===== config.mk =====
export PLATFORM = sky130hd
export DESIGN_NAME = fetch_unit_flat
export DESIGN_NICKNAME = d
export VERILOG_FILES = /design/src/rtl/fetch_unit_pkg.sv /design/src/rtl/fetch_unit_if.sv /design/src/rtl/fetch_fifo.sv /design/src/rtl/fetch_unit.sv /design/src/flat_wrapper.sv
export SDC_FILE = /design/constraint.sdc
export NUM_CORES = 1
export LEC_CHECK = 0
export BUFFER_PORTS_ARGS = -buffer_cell sky130_fd_sc_hd__buf_2
export CAP_MARGIN = 0
export CELL_PAD_IN_SITES_DETAIL_PLACEMENT = 0
export CELL_PAD_IN_SITES_GLOBAL_PLACEMENT = 1
export CORE_UTILIZATION = 39
export DETAILED_ROUTE_END_ITERATION = 10
export HOLD_SLACK_MARGIN = 0.06
export PLACE_DENSITY = 0.68
export SLEW_MARGIN = 20
export SYNTH_ARGS = -nofsm -noshare
export SYNTH_HDL_FRONTEND = slang
export SYNTH_SLANG_ARGS = --single-unit

===== constraint.sdc =====
create_clock -name clk -period 10.4 [get_ports clk]
set_clock_uncertainty 0.2 [all_clocks]
set_input_delay 2.08 -clock clk [delete_from_list [all_inputs] [get_ports clk]]
set_output_delay 2.08 -clock clk [all_outputs]
set_load 0.02 [all_outputs]

===== src/rtl/fetch_unit_pkg.sv =====
// Shared constants, entry type and counter sizing for the instruction-fetch stage.
package fetch_pkg;

  localparam logic [31:0] NOP_INSTR        = 32'h0000_0013;
  localparam logic [31:0] DEFAULT_RESET_PC = 32'h0000_0000;

  typedef struct packed {
    logic [31:0] pc;
    logic [31:0] instr;
  } fetch_entry_t;

  // Width able to hold every value 0..depth inclusive.
  function automatic int unsigned cnt_w(input int unsigned depth);
    return unsigned'($clog2(depth + 1));
  endfunction

endpackage


===== src/rtl/fetch_unit_if.sv =====
// Instruction-memory request/response bus between the fetch stage and memory.
interface fetch_unit_if;

  logic        imem_req_valid;
  logic        imem_req_ready;
  logic [31:0] imem_req_addr;
  logic        imem_rsp_valid;
  logic [31:0] imem_rsp_data;

  modport master (
    output imem_req_valid,
    output imem_req_addr,
    input  imem_req_ready,
    input  imem_rsp_valid,
    input  imem_rsp_data
  );

  modport slave (
    input  imem_req_valid,
    input  imem_req_addr,
    output imem_req_ready,
    output imem_rsp_valid,
    output imem_rsp_data
  );

endinterface


===== src/rtl/fetch_fifo.sv =====
// Response buffer of {pc, instr} entries; flush wins over push and pop.
module fetch_fifo
  import fetch_pkg::*;
#(
  parameter int unsigned DEPTH = 2,
  parameter int unsigned CW    = cnt_w(DEPTH)
) (
  input  logic         clk,
  input  logic         rst,
  input  logic         i_push,
  input  logic         i_pop,
  input  logic         i_flush,
  input  fetch_entry_t i_data,
  output logic [CW-1:0] o_count,
  output fetch_entry_t o_head
);

  localparam int unsigned AW = (DEPTH > 1) ? $clog2(DEPTH) : 1;

  fetch_entry_t   r_mem [DEPTH];
  logic [AW-1:0]  r_wr_ptr;
  logic [AW-1:0]  r_rd_ptr;
  logic [CW-1:0]  r_count;

  // DEPTH is a power of two, so the pointers wrap on their own.
  always_ff @(posedge clk or negedge rst) begin
    if (!rst) begin
      r_wr_ptr <= '0;
      r_rd_ptr <= '0;
      r_count  <= '0;
    end else if (i_flush) begin
      r_wr_ptr <= '0;
      r_rd_ptr <= '0;
      r_count  <= '0;
    end else begin
      if (i_push) r_wr_ptr <= r_wr_ptr + AW'(1);
      if (i_pop)  r_rd_ptr <= r_rd_ptr + AW'(1);
      r_count <= r_count + CW'(i_push) - CW'(i_pop);
    end
  end

  always_ff @(posedge clk) begin
    if (i_push && !i_flush) r_mem[r_wr_ptr] <= i_data;
  end

  always_comb begin
    o_count = r_count;
    o_head  = r_mem[r_rd_ptr];
  end

endmodule


===== src/rtl/fetch_unit.sv =====
// Instruction-fetch stage: credit-limited pipelined imem requests, response FIFO
// with empty-FIFO bypass, redirect with wrong-path response dropping, IF/ID register.
module fetch_unit
  import fetch_pkg::*;
#(
  parameter logic [31:0] RESET_PC = DEFAULT_RESET_PC,
  parameter int unsigned DEPTH    = 2
) (
  input  logic                clk,
  input  logic                rst,
  input  logic                valid_PC,
  input  logic                valid_F,
  input  logic                flash_D,
  input  logic                PCSrc_E,
  input  logic [31:0]         PCTarget_E,
  fetch_unit_if.master        imem,
  output logic [31:0]         Instr_D,
  output logic [31:0]         PC_D,
  output logic [31:0]         PCPlus4_D,
  output logic                inst_valid_D
);

  localparam int unsigned CW      = cnt_w(DEPTH);
  localparam logic [CW:0] DEPTH_W = (CW + 1)'(DEPTH);

  logic [31:0]   r_pc;
  logic [31:0]   r_rsp_pc;
  logic [CW-1:0] r_inflight;
  logic [CW-1:0] r_drop_cnt;
  logic [31:0]   r_instr_d;
  logic [31:0]   r_pc_d;
  logic [31:0]   r_pc4_d;
  logic          r_valid_d;

  logic [CW-1:0] w_fifo_count;
  fetch_entry_t  w_head;
  fetch_entry_t  w_push_data;
  logic [CW:0]   w_credit_used;
  logic [31:0]   w_target;
  logic          w_req_valid;
  logic          w_req_fire;
  logic          w_rsp_kept;
  logic          w_fifo_empty;
  logic          w_load_head;
  logic          w_bypass;
  logic          w_push;

  always_comb begin
    w_credit_used = {1'b0, r_inflight} + {1'b0, w_fifo_count};
    w_target      = PCTarget_E & ~32'h0000_0003;
    // Reset gates the strobe so it is low the moment rst falls.
    w_req_valid   = rst & valid_PC & ~PCSrc_E & (w_credit_used < DEPTH_W);
    w_req_fire    = w_req_valid & imem.imem_req_ready;
    w_rsp_kept    = imem.imem_rsp_valid & ~PCSrc_E & (r_drop_cnt == '0);
    w_fifo_empty  = (w_fifo_count == '0);
    w_load_head   = valid_F & ~flash_D & ~w_fifo_empty;
    w_bypass      = valid_F & ~flash_D & w_fifo_empty & w_rsp_kept;
    w_push        = w_rsp_kept & ~w_bypass;
    w_push_data.pc    = r_rsp_pc;
    w_push_data.instr = imem.imem_rsp_data;
  end

  assign imem.imem_req_valid = w_req_valid;
  assign imem.imem_req_addr  = r_pc;

  fetch_fifo #(
    .DEPTH (DEPTH),
    .CW    (CW)
  ) u_fifo (
    .clk     (clk),
    .rst     (rst),
    .i_push  (w_push),
    .i_pop   (w_load_head),
    .i_flush (PCSrc_E),
    .i_data  (w_push_data),
    .o_count (w_fifo_count),
    .o_head  (w_head)
  );

  always_ff @(posedge clk or negedge rst) begin
    if (!rst) begin
      r_pc       <= RESET_PC;
      r_rsp_pc   <= RESET_PC;
      r_inflight <= '0;
      r_drop_cnt <= '0;
    end else begin
      r_inflight <= r_inflight + CW'(w_req_fire) - CW'(imem.imem_rsp_valid);
      if (PCSrc_E) begin
        r_pc       <= w_target;
        r_rsp_pc   <= w_target;
        // Everything still outstanding after this cycle belongs to the old path.
        r_drop_cnt <= r_inflight - CW'(imem.imem_rsp_valid);
      end else begin
        if (w_req_fire) r_pc <= r_pc + 32'd4;
        if (w_rsp_kept) r_rsp_pc <= r_rsp_pc + 32'd4;
        if (imem.imem_rsp_valid && (r_drop_cnt != '0)) r_drop_cnt <= r_drop_cnt - CW'(1);
      end
    end
  end

  always_ff @(posedge clk or negedge rst) begin
    if (!rst) begin
      r_instr_d <= NOP_INSTR;
      r_pc_d    <= 32'h0000_0000;
      r_pc4_d   <= 32'h0000_0004;
      r_valid_d <= 1'b0;
    end else if (flash_D) begin
      r_instr_d <= NOP_INSTR;
      r_valid_d <= 1'b0;
    end else if (valid_F) begin
      if (w_load_head) begin
        r_instr_d <= w_head.instr;
        r_pc_d    <= w_head.pc;
        r_pc4_d   <= w_head.pc + 32'd4;
        r_valid_d <= 1'b1;
      end else if (w_bypass) begin
        r_instr_d <= imem.imem_rsp_data;
        r_pc_d    <= r_rsp_pc;
        r_pc4_d   <= r_rsp_pc + 32'd4;
        r_valid_d <= 1'b1;
      end else begin
        r_instr_d <= NOP_INSTR;
        r_valid_d <= 1'b0;
      end
    end
  end

  always_comb begin
    Instr_D      = r_instr_d;
    PC_D         = r_pc_d;
    PCPlus4_D    = r_pc4_d;
    inst_valid_D = r_valid_d;
  end

  a_no_underflow: assert property (@(posedge clk) disable iff (!rst)
    imem.imem_rsp_valid |-> (r_inflight != '0));
  a_fifo_bound: assert property (@(posedge clk) disable iff (!rst)
    w_fifo_count <= CW'(DEPTH));
  a_inflight_bound: assert property (@(posedge clk) disable iff (!rst)
    r_inflight <= CW'(DEPTH));

endmodule


===== src/flat_wrapper.sv =====
// flat-port wrapper written by rule: the top's interface ports become plain ports
module fetch_unit_flat import fetch_pkg::*;
#(
  parameter logic [31:0] RESET_PC = DEFAULT_RESET_PC,
  parameter int unsigned DEPTH    = 2
)
  (clk, rst, valid_PC, valid_F, flash_D, PCSrc_E, PCTarget_E, Instr_D, PC_D, PCPlus4_D, inst_valid_D, imem_imem_req_valid, imem_imem_req_addr, imem_imem_req_ready, imem_imem_rsp_valid, imem_imem_rsp_data);
  fetch_unit_if imem_i ();
  input  logic clk;
  input  logic rst;
  input  logic valid_PC;
  input  logic valid_F;
  input  logic flash_D;
  input  logic PCSrc_E;
  input  logic [31:0] PCTarget_E;
  output logic [31:0] Instr_D;
  output logic [31:0] PC_D;
  output logic [31:0] PCPlus4_D;
  output logic inst_valid_D;
  output wire logic [$bits(imem_i.imem_req_valid)-1:0] imem_imem_req_valid;
  output wire logic [$bits(imem_i.imem_req_addr)-1:0] imem_imem_req_addr;
  input wire logic [$bits(imem_i.imem_req_ready)-1:0] imem_imem_req_ready;
  input wire logic [$bits(imem_i.imem_rsp_valid)-1:0] imem_imem_rsp_valid;
  input wire logic [$bits(imem_i.imem_rsp_data)-1:0] imem_imem_rsp_data;
  assign imem_imem_req_valid = imem_i.imem_req_valid;
  assign imem_imem_req_addr = imem_i.imem_req_addr;
  assign imem_i.imem_req_ready = imem_imem_req_ready;
  assign imem_i.imem_rsp_valid = imem_imem_rsp_valid;
  assign imem_i.imem_rsp_data = imem_imem_rsp_data;
  fetch_unit #(.RESET_PC(RESET_PC), .DEPTH(DEPTH)) u_core (.clk(clk), .rst(rst), .valid_PC(valid_PC), .valid_F(valid_F), .flash_D(flash_D), .PCSrc_E(PCSrc_E), .PCTarget_E(PCTarget_E), .imem(imem_i), .Instr_D(Instr_D), .PC_D(PC_D), .PCPlus4_D(PCPlus4_D), .inst_valid_D(inst_valid_D));
endmodule

; ---- After elaboration in Yosys (flattened, before gate mapping)
; Memories as Yosys holds them, arrays and structs flattened.
; Cells that the tools add are included.
[totals]
in_bits = 72
out_inout_bits = 130
mem_bits_rw = 128
regBits = 169
word_cells = 79
memories = 1
[classes]
n_addsub = 12
bitwise = 15
n_lt_le_gt_ge = 1
n_reduce_logical = 14
muxes = 25
[mem_list]
columns = name, depth, width, rd, rd_clocked_by_memory_dff, wr, line_no
row1 = u_core.u_fifo.r_mem, 2, 64, 1, 0, 1, fetch_fifo.sv:20  ; fetch_entry_t r_mem [DEPTH];
[op_table]
columns = cell, n
row1 = $mux W32, 12
row2 = $add A32 B3 Y32 const B, 3
row3 = $reduce_bool A2 Y1, 8
row4 = $and A1 B1 Y1, 11
row5 = $mux W1, 10
row6 = $mux W2, 3
row7 = $sub A2 B1 Y2, 3
row8 = $add A2 B1 Y2, 2
row9 = $logic_not A2 Y1, 2
row10 = $not A1 Y1, 4
row11 = $add A2 B2 Y3, 1
row12 = $lt A3 B2 Y1 const B, 1
row13 = $reduce_and A3 Y1, 1
row14 = $add A1 B1 Y1 const B, 2
row15 = $logic_and A1 B1 Y1, 2
row16 = $sub A2 B1 Y2 const B, 1
row17 = $logic_not A1 Y1, 1

; ---- Logic depth before layout (Yosys ltp)
; Gate-level depths: netlist of the first run.
[logic_depth]
depth_word = 9
mapped_depth = 13
ltp_nobuf = 9

; ---- Modules after synthesis
; Synthesis of the first run repeated with hierarchy kept, for this count alone.
[hier_totals]
hier_cells = 1202
hier_area_um2 = 14046.0
[modules_own_cells]
columns = mod, cells_each, n_inst, area_per_inst_um2, seq_area_each_um2
row1 = fetch_unit, 986, 1, 9014.9, 3983.8
row2 = fetch_fifo, 216, 1, 5031.1, 3943.8

; ---- Least setup slack after synthesis of the first run
; Ideal clock, no wire load.
[synth_path]
kind = input to register
start = in PCSrc_E
end = mem u_core.u_fifo.r_mem[0][0] in the netlist's numbering (enable)
n_path_buf = 3
t_arrival_ps = 8607
setup_time_ps = 634
path_stages = 4
slack_ps = 958
cell_sequence = clkbuf_1 > clkbuf_1 > clkbuf_1 > nor4_1
[synth_between]
elab_chain_cells = 9
word_cells_on_any_way = 10
cone_classes = mux: 2 / bitwise: 6 / reduce/logical: 2
[synth_lines]
columns = element, line_no
row1 = from (decl), flat_wrapper.sv:14  ; input logic PCSrc_E;
row2 = $not A1 Y1, fetch_unit.sv:54  ; w_rsp_kept = imem.imem_rsp_valid & ~PCSrc_E & (r_drop_cnt == '0);
row3 = $and A1 B1 Y1 (2 in a row), fetch_unit.sv:54
row4 = $and A1 B1 Y1, fetch_unit.sv:57  ; w_bypass = valid_F & ~flash_D & w_fifo_empty & w_rsp_kept;
row5 = $not A1 Y1, fetch_unit.sv:58  ; w_push = w_rsp_kept & ~w_bypass;
row6 = $and A1 B1 Y1, fetch_unit.sv:58
row7 = $logic_and A1 B1 Y1 *, fetch_fifo.sv:43  ; if (i_push && !i_flush) r_mem[r_wr_ptr] <= i_data;
row8 = $mux W1 *, fetch_fifo.sv:43
row9 = $mux W1 (not written as such) *, fetch_fifo.sv:43
row10 = to (decl), fetch_fifo.sv:20
; Mark *: on every way between the ends. The rest lies on a longest branch, timed or not.

; ---- Worst setup path in the final report of the first run
[layout_path]
start = in rst
end = out imem_imem_req_valid
[layout_between]
elab_chain_cells = 3
[layout_lines]
columns = element, line_no
row1 = from (decl), flat_wrapper.sv:10  ; input logic rst;
row2 = $and A1 B1 Y1 (3 in a row), fetch_unit.sv:52  ; w_req_valid = rst & valid_PC & ~PCSrc_E & (w_credit_used < DEPTH_W);
row3 = to (decl), flat_wrapper.sv:20  ; output wire logic [$bits(imem_i.imem_req_valid)-1:0] imem_imem_req_valid;
; Every way passes these cells.

==> flow_summary_export.csv, run 1 <==
group,metric,value,unit
final_layout,regArea,7760,um^2
sta,fin_crit,5.34,ns
route,post_route_drc_violation_count,0,
route,post_drt_wl_per_cell,20.4,um
cts,htree_num_levels,2,
route,ant_nets,0,
critical_path,cp.required,8.12,ns
floorplan,initial_core_util,40.0,%
cts,cts.repair.resized,0,
cts,cts.root.buffer_cell,"clkbuf_16",
power,internal-power,2.46,mW
final_layout,layout-area-overhead-vs-synth,17.8,%
power,sequentialPowerShare,42.5,%
outcome,outcome,"finished, final reports clean",
critical_path,critPathKind,"primary input to output pin",
global_routing,grt.total_usage,21.9,%
global_routing,antenna_found_initial,0,
floorplan,die_width,191,um
critical_path,critical_path_peak_fanout,41,
floorplan,chipHeight,191,um
sta,period_share,51.4,%
logic_synthesis,synth-async-reset-ratio,56.5,%
cts,holdBufCountCts,0,
power,power.static_leakage,6.46,nW
cts,tritoncts,"built",
place,post-dp-hpwl,26600,um
critical_path,cp_data_arrival_time,3.06,ns
sta,max_freq,0.187,GHz
logic_synthesis,synth-edff-count,124,
route,firstDrtPassIters,5,
power,power.share.switching,31.6,%
global_routing,grt-ovfl-total,0,
floorplan,row_count,68,
logic_synthesis,synth.ff_latch_count,285,
cts,cts-root-to-sink-buffers,3,
sta,report.final.hold_viol_count,0,
power,power.clock.fraction,34.6,%
logic_synthesis,ys_types,70,
route,detailedRoute.firstIterationViolations,667,
global_routing,grt_start_max_net_pins,73,
global_routing,first_global_vias,10500,
power,peak_supply_drop,142,uV
cts,clock_latency,0.50,ns
sta,max-slew-margin-rel,27.4,%
final_layout,num-nets-final,1552,
cts,post_cts_buffers,0,
job,drv.max_cap_violation_count,0,
final_layout,num_antenna_cells,0,
route,vias_per_cell,5.56,
sta,maxSlewViolCount,0,
logic_synthesis,synth_top_flop_cell,"dfrtp_1",
sta,rsz_0062_raised_after_global_routing,"false",
cts,path_clk_slew,0.06,ns
critical_path,worstSetupStartpointType,"primary input",
power,p_comb_share,22.9,%
sta,worst_slew_pin_slew,1.08,ns
final_layout,utilization,47.2,%
place,portBuffers,193,
logic_synthesis,yosysSeqAreaShare,55.6,%
global_routing,grt_first_pass_wirelength,61600,um
power,power.net_switching,1.14,mW
final_layout,layout-drive-gt1-share,19.9,%
cts,cts_inserted_buffers,34,
logic_synthesis,post_synth.cell_area_avg,10.6,um^2
route,vias,10800,
logic_synthesis,yosysWarnings,0,
sta,finalSetupTns,0,ns
power,total_power,3.60,mW
critical_path,worstSetupEndpointType,"output pin",
floorplan,die-area,36600,um^2
sta,worst_hold_slack,0.279,ns
sta,timing.final.setup_violations,0,
logic_synthesis,mappedNetlistArea,14000,um^2
final_layout,fill_cells,3320,
floorplan,pin_count,202,
floorplan,core_area,34900,um^2
power,power_density_over_the_cells,219,nW/um^2
logic_synthesis,netlist_instances,1313,
route,routed_wirelength,39800,um
cts,cts_num_sinks,285,
place,gp_congestion,0.836,
final_layout,multi_input_area,5770,um^2
hold_path,class_of_the_worst_hold_path,"flip-flop to flip-flop",
[critical path, cell delays in order]
cell and delay [ns]:
buf_6 0.35, nand4bb_1 0.15, buf_4 0.21, nor2_1 0.09
buf_2 0.17
[stage by stage]
stage	area (um^2)	std cells	setup slack (ns)
2_1_floorplan	14000	1318	0.958
5_1_grt	16400	1950	4.93
3_5_place_dp	15300	1890	4.99
6_report	16400	1950	5.06
4_1_cts	16400	1950	4.98
3_3_place_gp	15300	1890	5.01
[logic make-up after synthesis]
| group | count (synthesis) | share of synthesized area, % |
|---|---|---|
| AOI/OAI and AO/OA | 264 | 12.5 |
| xor gates and xnor gates | 68 | 4.27 |
| adders and majority gates | 9 | 0.860 |
| buffers and inverters | 110 | 3.44 |
| DFF | 285 | 55.6 |
| muxes | 71 | 5.18 |
| other | 1 | 0.0269 |
| and+or+nand+nor | 505 | 18.1 |
[layer usage]
metal	track usage, %	share of wire [%]	vias up
met2	34.4	45	317
met4	4.61	1.6	0
li1	-	-	5173
met1	31.9	48	5304
met5	0	0	-
met3	3.19	5.9	40
[synth_stat cells, types with 4 or more instances]
library cell | instances | area, um^2
dfrtp_1 | 157 | 3930
buf_2 | 17 | 85.1
and2_1 | 12 | 75.1
o21a_1 | 8 | 60.1
or3_1 | 7 | 43.8
a21oi_1 | 47 | 235
xor2_1 | 29 | 254
a211o_1 | 14 | 123
o21ai_0 | 70 | 350
buf_4 | 12 | 90.1
a21boi_0 | 4 | 30.0
and3_1 | 21 | 131
or4_1 | 8 | 60.1
a211oi_1 | 6 | 45.0
o32ai_1 | 5 | 43.8
ha_1 | 8 | 100
mux2_2 | 10 | 113
o22ai_1 | 4 | 25.0
o211ai_1 | 35 | 263
mux2i_1 | 61 | 611
nor3_1 | 30 | 150
a22oi_1 | 6 | 45.0
and4_1 | 9 | 78.8
o311ai_0 | 21 | 184
dfstp_2 | 4 | 105
nand4_1 | 30 | 188
nand3b_1 | 14 | 105
nor2_1 | 68 | 255
buf_1 | 5 | 18.8
a31oi_1 | 16 | 100
nand2_1 | 173 | 649
edfxtp_1 | 124 | 3720
xnor2_1 | 39 | 342
nor2b_1 | 8 | 50.1
inv_1 | 15 | 56.3
nand3_1 | 82 | 410
nand4b_1 | 6 | 52.6
or2_2 | 4 | 25.0
nor4_1 | 19 | 119
clkbuf_1 | 59 | 221
[layout make-up]
cell class / count / area share, %
clock inverters: 12 / 1.13
inverters: 16 / 0.365
repair buffers: 211 / 6.73
flip-flops and latches: 285 / 47.2
multi-input cells: 923 / 35.1
clock buffers: 48 / 6.05
well taps: 455 / 3.46
[path summary, 6_finish.rpt]
kind	start	end	slack (ns)	cells after the start
setup / recovery	rst	imem_imem_req_valid	5.06	5
hold reg to reg	u_core.Instr_D[3]$_DFFE_PN0P_	u_core.Instr_D[3]$_DFFE_PN0P_	0.28	2
max in group asynchronous	rst	u_core.r_rsp_pc[28]$_DFFE_PN0N_	6.67	3
min in group asynchronous	rst	u_core.Instr_D[16]$_DFFE_PN0P_	1.29	1
setup reg to reg	u_core.u_fifo.r_rd_ptr$_DFFE_PN0P_	u_core.PCPlus4_D[26]$_DFFE_PN0P_	6.03	6
hold / removal	u_core.Instr_D[3]$_DFFE_PN0P_	u_core.Instr_D[3]$_DFFE_PN0P_	0.28	2
[flip-flops by register name (all words and copies together), names as in the netlist]
signal and cells:
u_core.r_inflight 2, u_core.u_fifo.r_wr_ptr 1, u_core.u_fifo.r_mem 124, u_core.u_fifo.o_count 2, u_core.u_fifo.r_rd_ptr 1, u_core.r_drop_cnt 2
u_core.imem.imem_req_addr 30, u_core.inst_valid_D 1, u_core.PC_D 30, u_core.PCPlus4_D 30, u_core.Instr_D 32, u_core.r_rsp_pc 30
[power by group through the flow]
stage	Clock [mW]	Combinational, mW	Sequential (mW)
final	1.25	0.825	1.53
after global routing	1.32	0.912	1.55
after CTS	1.27	0.836	1.53
after detailed placement	0	0.833	1.55
after global placement	0	0.828	1.54
after floorplan	0	0.387	1.66
[cell usage in the layout, fill, tap and decap left out, types with 9 or more instances in the layout]
| cell | n |
|---|---|
| buf_2 | 192 |
| nand2_1 | 172 |
| dfrtp_1 | 156 |
| edfxtp_1 | 124 |
| nand3_1 | 81 |
| o21ai_0 | 70 |
| nor2_1 | 67 |
| mux2i_1 | 61 |
| a21oi_1 | 47 |
| xnor2_1 | 39 |
| o211ai_1 | 35 |
| clkbuf_16 | 35 |
| nand4_1 | 30 |
| nor3_1 | 29 |
| xor2_1 | 29 |
| and3_1 | 21 |
| o311ai_0 | 21 |
| nor4_1 | 18 |
| buf_4 | 18 |
| a31oi_1 | 16 |
| inv_1 | 15 |
| nand3b_1 | 14 |
| a211o_1 | 14 |
| and2_1 | 11 |
| mux2_2 | 10 |
| and4_1 | 9 |
Note: power is estimated with default switching activity, not from simulation.
==> run 2, diff against run 1 <==
- PLACE_DENSITY: 0.68 -> 0.7
- clock period: 10.4 -> 4.28 ns (I/O delays scaled with it)
==> flow_summary_export.csv, run 2 (synthesis results as in run 1) <==
group,metric,value,unit
cts,cts.root.buffer_cell,"clkbuf_16",
critical_path,cpMaxStageDelayCell,"fa_1",
place,post-dp-hpwl,27400,um
cts,cts.repair.resized,0,
cts,tritoncts,"built",
final_layout,most_frequent_cells_in_the_layout,"192 x buf_2, 172 x nand2_1, 156 x dfrtp_1",
critical_path,worstSetupEndpointType,"output pin",
final_layout,mostFrequentLayoutCell,"buf_2",
route,routed_wirelength,39500,um
final_layout,num-nets-final,1569,
route,post_drt_wl_per_cell,20.1,um
power,internal-power,5.75,mW
floorplan,initial_core_util,40.0,%
place,portBuffers,193,
floorplan,core_area,34900,um^2
critical_path,crit_path_cell_trace,"inv_1 > nor2_1 > fa_1 > nand4bb_1 > buf_4 > nor2_1 > buf_2",
final_layout,utilization,47.4,%
cts,path_clk_slew,0.06,ns
cts,htree_num_levels,2,
outcome,outcome,"finished, final reports clean",
sta,maxSlewViolCount,0,
floorplan,chipHeight,191,um
global_routing,antenna_found_initial,0,
final_layout,design_area,16500,um^2
route,firstDrtPassIters,5,
floorplan,die-area,36600,um^2
place,preCtsSetupSlack,0.991,ns
sta,max_freq,0.321,GHz
critical_path,rrSetupSlack,1.19,ns
sta,period_share,72.9,%
power,power.clock.fraction,32.5,%
critical_path,cp.required,3.22,ns
final_layout,register_with_the_most_flip_flops,"u_core.u_fifo.r_mem",
power,power.net_switching,2.77,mW
floorplan,row_count,68,
sta,timing.final.setup_violations,0,
cts,cts-root-to-sink-buffers,3,
global_routing,grt-ovfl-total,0,
critical_path,worstSetupStartpointType,"flip-flop",
sta,max-slew-margin-rel,38.5,%
critical_path,cp_common_cell,"nor2_1",
final_layout,layoutNonFillerInstCount,1968,
final_layout,num_antenna_cells,0,
cts,cts_inserted_buffers,34,
route,vias,11000,
global_routing,grt_first_pass_wirelength,61100,um
hold_path,class_of_the_worst_hold_path,"primary input to asynchronous set/reset pin",
global_routing,grt.total_usage,21.6,%
global_routing,first_global_vias,10600,
critical_path,critical_path_peak_fanout,10,
power,power.share.switching,32.6,%
critical_path,critPathKind,"flip-flop to output pin",
sta,worst_slew_pin_slew,0.922,ns
critical_path,crit_path_max_incr_delay,0.42,ns
place,gp_congestion,0.854,
power,power_density_over_the_cells,515,nW/um^2
route,post_route_drc_violation_count,0,
cts,clock_latency,0.51,ns
final_layout,layout-area-overhead-vs-synth,18.4,%
cts,post_cts_buffers,0,
sta,finalSetupTns,0,ns
power,sequentialPowerShare,43.3,%
power,total_power,8.52,mW
cts,holdBufCountCts,0,
place,place.detailed.instances,1907,
final_layout,largest_register_ff_count,124,
sta,setup_slack,1.16,ns
power,peak_supply_drop,249,uV
sta,rsz_0062_raised_after_global_routing,"false",
floorplan,die_width,191,um
route,vias_per_cell,5.57,
global_routing,grt_start_max_net_pins,100,
power,p_comb_share,24.2,%
cts,cts_num_sinks,285,
route,detailedRoute.firstIterationViolations,701,
job,drv.max_cap_violation_count,0,
sta,fin_crit,3.12,ns
power,power.static_leakage,6.50,nW
critical_path,cp_data_arrival_time,2.06,ns
final_layout,layout-drive-gt1-share,20.6,%
floorplan,pin_count,202,
sta,worst_hold_slack,0.239,ns
route,ant_nets,0,
sta,report.final.hold_viol_count,0,
place,dpl_cell_area,15500,um^2
run 2: critical path: cells and delay by family (launching register included):
kind / cells / cell delay [ns]
buffers and inverters: 3 / 0.44
adders and majority gates: 1 / 0.42
DFF: 1 / 0.37
and+or+nand+nor: 3 / 0.32
run 2: layout make-up:
| type | count | area [um^2] |
|---|---|---|
| multi-input cells | 923 | 5780 |
| fillers | 3277 | 18300 |
| flip-flops and latches | 285 | 7760 |
| well taps | 455 | 569 |
| clock inverters | 8 | 76.3 |
| repair buffers | 228 | 1300 |
| clock buffers | 53 | 993 |
| inverters | 16 | 60.1 |
run 2: power by group through the flow:
stage | clock [mW] | combinational [mW] | sequential [mW]
after detailed placement | 0 | 2.08 | 3.74
after CTS | 2.83 | 2.08 | 3.69
after global routing | 2.96 | 2.27 | 3.74
final | 2.77 | 2.06 | 3.69
after floorplan | 0 | 0.944 | 4.04
after global placement | 0 | 2.06 | 3.72
run 2: metal layers:
metal	global-route usage (%)	share of wire [%]	vias up
met5	0	0	-
met4	5.37	1.8	0
met3	3.27	6.5	49
met2	34.0	45	393
met1	31.2	47	5297
li1	-	-	5216
run 2: path summary, 6_finish.rpt:
check | from | to | depth (start not counted)
max in group asynchronous | rst | u_core.r_rsp_pc[27]$_DFFE_PN0N_ | 3
max | u_core.u_fifo.o_count[0]$_DFF_PN0_ | imem_imem_req_valid | 7
min reg2reg | u_core.Instr_D[6]$_DFFE_PN0P_ | u_core.Instr_D[6]$_DFFE_PN0P_ | 2
min | rst | u_core.PCPlus4_D[11]$_DFFE_PN0P_ | 2
max reg2reg | u_core.u_fifo.r_rd_ptr$_DFFE_PN0P_ | u_core.PCPlus4_D[26]$_DFFE_PN0P_ | 9
min in group clk | u_core.Instr_D[6]$_DFFE_PN0P_ | u_core.Instr_D[6]$_DFFE_PN0P_ | 2
==> run 3, diff against run 2 <==
- PLACE_DENSITY: 0.7 -> 0.68
- clock period: 4.28 -> 3.05 ns (I/O delays scaled with it)
==> flow_summary_export.csv, run 3 (synthesis results as in run 1) <==
group,metric,value,unit
outcome,outcome,"finished, final reports clean",
critical_path,worstSetupStartpointType,"flip-flop",
floorplan,row_count,68,
place,post-dp-hpwl,28100,um
cts,tritoncts,"built",
final_layout,design_area,16900,um^2
cts,cts_inserted_buffers,34,
hold_path,class_of_the_worst_hold_path,"primary input to flip-flop",
route,post_drt_wl_per_cell,20.1,um
critical_path,cpMaxStageDelayCell,"fa_1",
cts,path_clk_slew,0.06,ns
route,ant_nets,0,
final_layout,register_with_the_most_flip_flops,"u_core.u_fifo.r_mem",
sta,worst_slew_pin_slew,0.842,ns
sta,max_freq,0.344,GHz
place,portBuffers,193,
floorplan,die_width,191,um
route,detailedRoute.firstIterationViolations,773,
global_routing,grt_start_max_net_pins,132,
global_routing,grt_first_pass_wirelength,62300,um
final_layout,regArea,7760,um^2
power,power.static_leakage,6.71,nW
critical_path,critical_path_peak_fanout,9,
global_routing,antenna_found_initial,0,
power,peak_supply_drop,411,uV
floorplan,pin_count,202,
final_layout,num-nets-final,1596,
critical_path,worst-path-buf-inv,3,
sta,maxSlewViolCount,0,
sta,timing.final.setup_violations,0,
critical_path,cp_data_arrival_time,2.09,ns
job,drv.max_cap_violation_count,0,
final_layout,multi_input_area,5810,um^2
critical_path,critPathTopFamily,"adder cells",
final_layout,fill_cells,3302,
cts,post_cts_buffers,0,
sta,report.final.hold_viol_count,0,
final_layout,layout-area-overhead-vs-synth,21.2,%
global_routing,grt-ovfl-total,0,
critical_path,cp_common_cell,"nor2_1",
final_layout,layout-drive-gt1-share,22.3,%
final_layout,mostFrequentLayoutCell,"buf_2",
sta,rsz_0062_raised_after_global_routing,"false",
cts,cts.root.buffer_cell,"clkbuf_16",
cts,htree_num_levels,2,
route,post_route_drc_violation_count,0,
place,place.detailed.instances,1933,
critical_path,rrSetupSlack,0.30,ns
floorplan,die-area,36600,um^2
sta,period_share,95.2,%
sta,fin_crit,2.90,ns
global_routing,grt.total_usage,22.1,%
critical_path,worstSetupEndpointType,"output pin",
critical_path,crit_path_cell_trace,"inv_1 > nor2_1 > fa_1 > nand4bb_4 > buf_6 > nor2_1 > buf_2",
critical_path,critPathKind,"flip-flop to output pin",
sta,finalSetupTns,0,ns
floorplan,core_area,34900,um^2
route,firstDrtPassIters,5,
route,vias,11100,
route,routed_wirelength,40100,um
critical_path,cp.required,2.24,ns
final_layout,largest_register_ff_count,124,
place,dpl_cell_area,15700,um^2
floorplan,initial_core_util,40.0,%
global_routing,first_global_vias,10700,
power,power_density_over_the_cells,729,nW/um^2
cts,clock_latency,0.52,ns
final_layout,most_frequent_cells_in_the_layout,"192 x buf_2, 172 x nand2_1, 156 x dfrtp_1",
final_layout,layoutNonFillerInstCount,1996,
cts,cts_num_sinks,285,
route,vias_per_cell,5.56,
critical_path,crit_path_max_incr_delay,0.43,ns
sta,max-slew-margin-rel,43.9,%
place,gp_congestion,0.862,
cts,cts-root-to-sink-buffers,3,
floorplan,chipHeight,191,um
sta,worst_hold_slack,0.0993,ns
## run 3: cell count changes in the layout (fill, tap and decap cells not counted), sizes merged
cell	delta
buf	+26
clkbuf	-12
clkinv	+9
bufinv	+4
clkinvlp	-1
diode	+1
dlygate4sd3	+1
## run 3: where the power goes
group | internal, mW | total [mW] | switching [mW]
clock | 2.60 | 4.20 | 1.60
combinational | 1.13 | 3.00 | 1.87
sequential | 4.67 | 5.14 | 0.474
total | 8.40 | 12.3 | 3.94
## run 3: per-stage QoR
stage | util [%] | total power [mW] | setup slack [ns]
floorplan | - | 7.01 | -0.709
global placement | 45.1 | 8.18 | 0.301
detailed placement | 45.1 | 8.22 | 0.260
CTS | 48.4 | 12.4 | 0.0487
global route | 48.5 | 13.0 | 0.0326
finish | 48.5 | 12.3 | 0.146
## run 3: timing repair
action / in CTS / in global routing
setup endpoints to repair: 0 / 1
hold buffers: 1 / 0
gates resized for setup: 0 / 2
endpoints found under the hold margin: 30 / 0
## run 3: final cells by class
type,count,share of cell area (%)
antenna,1,0.0148
clock buffer,41,5.49
clock inverter,20,1.42
inverter,16,0.355
multi-input combinational,923,34.4
sequential,285,45.9
tap,455,3.37
timing repair buffer,255,9.13
## run 3: per-layer routing
metal / GRT usage (%) / part of all wire, %
met4: 5.98 / 2.0
met1: 30.9 / 46
met5: 0 / 0
met3: 3.67 / 6.5
met2: 35.2 / 46
## run 3: worst reg2reg max path: cells and delay by family (launching register included)
family	cells	cell delay, ns
muxes	1	0.28
and+or+nand+nor	3	0.96
DFF	1	0.51
AOI/OAI and AO/OA	2	0.53
adders and majority gates	1	0.17
## run 3: worst paths after layout
check                                              startpoint                                   end  depth (start not counted)
max                        u_core.u_fifo.o_count[0]$_DFF_PN0_                   imem_imem_req_valid                          7
min reg2reg                    u_core.Instr_D[31]$_DFFE_PN0P_        u_core.Instr_D[31]$_DFFE_PN0P_                          2
max reg2reg                u_core.u_fifo.r_rd_ptr$_DFFE_PN0P_      u_core.PCPlus4_D[26]$_DFFE_PN0P_                          7
min in group asynchronous                                 rst         u_core.Instr_D[7]$_DFFE_PN0P_                          3
max in group asynchronous                                 rst    u_core.u_fifo.r_rd_ptr$_DFFE_PN0P_                          4
min                                    imem_imem_rsp_data[10]  u_core.u_fifo.r_mem[0][10]$_DFFE_PP_                          1
